### config.mk
export PLATFORM = sky130hd
export DESIGN_NAME = updown_counter_mod
export DESIGN_NICKNAME = d
export VERILOG_FILES = /design/src/rtl/updown_counter_mod.sv
export SDC_FILE = /design/constraint.sdc
export NUM_CORES = 1
export LEC_CHECK = 0
export CELL_PAD_IN_SITES_DETAIL_PLACEMENT = 0
export CELL_PAD_IN_SITES_GLOBAL_PLACEMENT = 1
export CORE_MARGIN = 4
export CORE_UTILIZATION = 36
export DETAILED_ROUTE_END_ITERATION = 8
export PLACE_DENSITY_LB_ADDON = 0.1
export SLEW_MARGIN = 20
export SYNTH_ARGS = -nofsm -noshare
export SYNTH_HDL_FRONTEND = slang
export SYNTH_SLANG_ARGS = --single-unit
### constraint.sdc
create_clock -name clk -period 2.9 [get_ports clk]
set_input_delay 0.29 -clock clk [delete_from_list [all_inputs] [get_ports clk]]
set_output_delay 0.29 -clock clk [all_outputs]
set_load 0.005 [all_outputs]
### src/rtl/updown_counter_mod.sv
// Up/down counter with runtime modulus, wrap/saturate mode, enable prescaler,
// one-cycle terminal-count pulse and sticky overflow flag.
module updown_counter_mod #(
  parameter int WIDTH      = 8,
  parameter int PRESCALE_W = 4
) (
  input  logic                  clk,
  input  logic                  rst,
  input  logic                  clr,
  input  logic                  load,
  input  logic [WIDTH-1:0]      data_in,
  input  logic                  enable,
  input  logic                  up_down,
  input  logic                  sat_mode,
  input  logic [WIDTH-1:0]      limit,
  input  logic [PRESCALE_W-1:0] prescale,
  output logic [WIDTH-1:0]      count_out,
  output logic                  tc,
  output logic                  ovf
);

  logic [PRESCALE_W-1:0] pre_cnt;
  logic [PRESCALE_W-1:0] pre_next;
  logic                  tick;
  logic                  boundary;
  logic [WIDTH-1:0]      count_next;

  // Prescaler: pre_cnt free-wraps, so lowering prescale below pre_cnt delays
  // the next tick until the counter comes round through its full range.
  always_comb begin
    // NOTE: every always_comb output gets a default first so no path can infer a latch.
    tick     = 1'b0;
    pre_next = pre_cnt;
    if (enable) begin
      if (pre_cnt == prescale) begin
        tick     = 1'b1;
        pre_next = '0;
      end else begin
        pre_next = pre_cnt + PRESCALE_W'(1);
      end
    end
  end

  // Step value for a tick; out-of-range loaded values count as being at the top.
  always_comb begin
    boundary   = 1'b0;
    count_next = count_out;
    if (up_down) begin
      if (count_out < limit) begin
        count_next = count_out + WIDTH'(1);
      end else begin
        boundary   = 1'b1;
        count_next = sat_mode ? limit : '0;
      end
    end else begin
      if (count_out != '0) begin
        count_next = count_out - WIDTH'(1);
      end else begin
        boundary   = 1'b1;
        count_next = sat_mode ? '0 : limit;
      end
    end
  end

  // NOTE: sequential state uses non-blocking assignments so every register
  // samples pre-edge values regardless of statement order.
  always_ff @(posedge clk or posedge rst) begin
    if (rst) begin
      count_out <= '0;
      pre_cnt   <= '0;
      tc        <= 1'b0;
      ovf       <= 1'b0;
    end else if (clr) begin
      count_out <= '0;
      pre_cnt   <= '0;
      tc        <= 1'b0;
      ovf       <= 1'b0;
    end else if (load) begin
      // A tick coinciding with load is discarded; ovf is deliberately kept.
      count_out <= data_in;
      pre_cnt   <= '0;
      tc        <= 1'b0;
    end else begin
      pre_cnt <= pre_next;
      tc      <= tick && boundary;
      if (tick) begin
        count_out <= count_next;
        if (boundary) begin
          ovf <= 1'b1;
        end
      end
    end
  end

endmodule
# After elaboration in Yosys (flattened, before gate mapping)
# Index checks and enable logic that the tools add are counted.
dict set report totals {
  regBits 14
  input_bits 27
  out_inout_bits 10
  elab_cells 40
}
dict set report classes {
  addsub 3
  order_cmp 1
  eq_ne 2
  mux 23
  reduce_logical 7
}
# operator count
set ops {}
lappend ops {{8-bit two-way mux} 8}
lappend ops {{4-bit two-way mux} 4}
lappend ops {{1-bit two-way mux} 11}
lappend ops {{8-bit by 1-bit adder with 8-bit output, second input constant} 1}
lappend ops {{8-bit < comparator} 1}
lappend ops {{8-bit nonzero test} 1}
lappend ops {{8-bit by 1-bit subtractor with 8-bit output, second input constant} 1}
lappend ops {{3-bit nonzero test} 2}
lappend ops {{4-bit by 1-bit adder with 4-bit output, second input constant} 1}
lappend ops {{4-bit equality test} 1}
lappend ops {{2-bit nonzero test} 2}
lappend ops {{3-bit AND reduction} 1}
lappend ops {{2-bit inequality test, second input constant} 1}
lappend ops {{1-bit logical AND} 1}

# Depth between registers and ports, before layout
dict set report depth {
  word_depth 7
  ltp_mapped 9
}

# Worst setup path before layout
# No wires, ideal clock.
dict set report synth_path {
  path_type {reg-to-reg}
  startpoint {register count_out[0]}
  endpoint {register count_out[5]}
  setup_ns 0.120
  arrival_ns 2.122
  path_slack_ns 0.658
  path_stages_with_launch 9
  n_path_buf 2
  synth_period_minus_slack_ns 2.242
  path_cell_list {dfrtp_1 clkbuf_1 inv_1 ha_1 or2b_2 or3_4 buf_6 a211o_2 a31o_2}
}
dict set report synth_via {
  elab_chain_len 6
  elab_cells_between_ends 10
  cone_classes {2 x add/sub; 1 x order compare; 6 x mux; 1 x reduce/logical}
}
# item line_no
set synth_rtl {}
lappend synth_rtl {{from (decl)} 17} ;# output logic [WIDTH-1:0] count_out,
lappend synth_rtl {{from (signal assigned)} 80} ;# count_out <= data_in;
lappend synth_rtl {{from (signal assigned)} 87} ;# count_out <= count_next;
lappend synth_rtl {{8-bit by 1-bit subtractor with 8-bit output, or another cell as far along} 57} ;# count_next = count_out - WIDTH'(1);
lappend synth_rtl {{8-bit two-way mux (on tied branches)} {56, 49}}
lappend synth_rtl {{8-bit two-way mux *} 48} ;# if (up_down) begin
lappend synth_rtl {{8-bit two-way mux *} 86} ;# if (tick) begin
lappend synth_rtl {{8-bit two-way mux *} 78} ;# end else if (load) begin
lappend synth_rtl {{8-bit two-way mux *} 73} ;# end else if (clr) begin
# Mark *: on every way between the ends. The rest lies on a longest branch, timed or not. The select of a mux whose other input is x is not followed.
# A chain may end at the register's enable or synchronous reset.

# Worst setup path after layout
dict set report layout_path {
  startpoint {input limit[6]}
  endpoint {register count_out[4]}
}
dict set report layout_via {
  elab_chain_len 6
}
# item line_no
set layout_rtl {}
lappend layout_rtl {{from (decl)} 15} ;# input logic [WIDTH-1:0] limit,
lappend layout_rtl {{8-bit < comparator} 49} ;# if (count_out < limit) begin
lappend layout_rtl {{8-bit two-way mux} 49}
lappend layout_rtl {{8-bit two-way mux} 48}
lappend layout_rtl {{8-bit two-way mux} 86}
lappend layout_rtl {{8-bit two-way mux} 78}
lappend layout_rtl {{8-bit two-way mux} 73}
# Every way passes these cells. The select of a mux whose other input is x is not followed.

==> results.cfg <==
[job]
drv_cap = 0

[worst_setup_path]
crit_arrival_ns = 2.64
startpoint_type = primary input
r2r_setup_slack_ns = 0.48
timing.rr.start = count_out[0]
cp.required_ns = 3.04
regToRegEndpoint = count_out[7]
reg2reg_depth = 7
crit_type = primary input to flop
cp-end-kind = flop
cp_max_fo = 4

[timing]
tightest_slew_ns = 0.916
setup_viol = 0
period_share_pct = 86.0
min_period_ns = 2.49
clock.fmax_mhz = 401
tns_ns = 0
report.final.slew_viol_count = 0
slew_headroom_pct = 38.9
finClkSkew_ns = 0.00499
report.final.hold_viol_count = 0
rsz0062_at_grt = no

[clock_tree]
cts_sinks = 14
ctsHoldBuffers = 0
post_cts_buffers = 0
cts_tree = yes
numCtsBuffers = 3
root_buffer = clkbuf_8
cts_resized = 0
cts.htree.levels = 1
path_clk_slew_ns = 0.07
clockBufferDepth = 2
insertion_delay_ns = 0.26

[yosys]
ys_top_cells_by_area = dfrtp_1, ha_1, xor2_1, inv_1, mux2i_1
avgSynthCellArea_um2 = 8.38
async_flop_share_pct = 100
synth_enable_flop_cells = 0
synth.distinct_cells = 54
synthCells = 177
yosys.area.top_type = dfrtp_1
syn_area_um2 = 1480
ys.flop_type = dfrtp_1
synth-seq-area-share_pct = 23.6
synth_nets = 215
ys_warn_count = 0
ys_seq_elements = 14
yosysTopAreaCellShare_pct = 23.6

[die]
fp.dieH_um = 72.2
io_pins = 37
num_rows = 23
fp.dieW_um = 72.2
start_util_pct = 37.1
core_area_um2 = 4000
dieArea_um2 = 5210

[cells_and_area]
regArea_um2 = 350
fill_cells = 402
area_delta_synth_final_pct = 30.1
nets = 251
antennaDiodeCount = 0
drive_gt1_share_pct = 9.91
multi_input_area_um2 = 1000
final_cell_mix = clkdlybuf4s50_1, inv_1, dfrtp_1
layout_commonest_cell = clkdlybuf4s50_1
final_cell_area_um2 = 1930

[place]
place_area_um2 = 1880
numPortBuffers = 36
dp_hpwl_mm = 3.38
gp_congestion = 0.951

[drt]
wl_per_cell_um = 17.9
drc = 0
routed_via_density = 5.75
final_antenna_net_count = 0
wirelength_mm = 4.69
drtIter0Drc = 104
firstDrtPassIters = 4
num_vias = 1507

[global_route]
antenna_found_initial = 0
grt_pass1_wl_mm = 7.82
grt_pass1_vias = 1572
track_usage_pct = 19.0
overflow = 0
grt_max_degree = 16

[power_and_ir_drop]
max-vdd-ir-drop_mv = 0.162
power.density_nw_per_um2 = 342
leakagePower_uw = 0.000892

[status]
status = complete, no violations

[min_path]
min_path_type = primary input to asynchronous set/reset pin
## worst max-delay path by stage
stage                             from      endpoint  slack (ns)
after floorplan           count_out[0]  count_out[5]        0.66
after global placement        limit[6]  count_out[4]        0.22
after detailed placement      limit[6]  count_out[4]        0.16
after CTS                     limit[6]  count_out[4]        0.43
after global routing          limit[7]  count_out[4]        0.27
final                         limit[6]  count_out[4]        0.41
## worst max-delay path, cell delays in order
cell and delay (ns):
clkdlybuf4s50_1 0.50, inv_1 0.07, ha_1 0.31, and3_1 0.19, a221o_1 0.37, a21oi_1 0.40, mux2i_1 0.15, a311o_1 0.36
## synth_stat cells, types with 2 or more instances
master and count:
inv_1 17, dfrtp_1 14, nor2_1 12, ha_1 11
xor2_1 10, nand2_1 9, a21oi_1 7, nand3_1 7
mux2i_1 6, nor3_1 6, o21ai_0 6, a22o_1 5
a31o_2 4, clkbuf_1 4, a211oi_1 3, a22oi_1 3
a311oi_1 3, o311ai_0 3, or3_1 3, xnor2_1 3
a211o_1 2, a21o_1 2, and3_1 2, buf_2 2
buf_6 2, nand4_1 2, nor2b_1 2
## per-stage QoR
| step | hold slack [ns] | total power (uW) | cells | setup slack (ns) | utilization (%) |
|---|---|---|---|---|---|
| after global placement | 0.525 | 448 | 258 | 0.224 | 46.9 |
| after floorplan | 0.179 | 363 | 177 | 0.658 | - |
| after global routing | 0.475 | 701 | 262 | 0.272 | 48.3 |
| final | 0.412 | 660 | 262 | 0.406 | 48.3 |
| after detailed placement | 0.538 | 451 | 258 | 0.159 | 46.9 |
| after CTS | 0.430 | 663 | 262 | 0.427 | 48.3 |
## routing by layer
metal / vias to the layer above / part of all wire [%] / global-route usage, %
li1: 729 / - / -
met5: - / 0 / 0
met4: 0 / 1.1 / 6.26
met1: 700 / 46 / 26.4
met3: 7 / 7.7 / 2.91
met2: 71 / 45 / 30.1
## power breakdown
group	internal, uW	leakage [uW]	switching, uW
Sequential	203	0.000190	23.2
Clock	121	0.0000288	90.4
Combinational	116	0.000674	107
## area by class of cell
cell class | count | area share (%)
multi-input cells | 136 | 51.8
well taps | 50 | 3.24
flip-flops and latches | 14 | 18.1
clock buffers | 4 | 2.85
inverters | 17 | 3.31
repair buffers | 41 | 20.6
## sequential cells by signal, indices dropped and copies added (netlist names)
name       cells
count_out      8
pre_cnt        4
ovf            1
tc             1
## logic make-up after synthesis
kind of cell	Yosys count	synth area share (%)
compound gates	53	27.3
mux	6	4.05
flops	14	23.6
xor+xnor	13	7.67
simple gates	53	19.1
fa+ha+maj	11	9.27
buf+inv	27	8.94
Power figures use the tool's default switching activity.
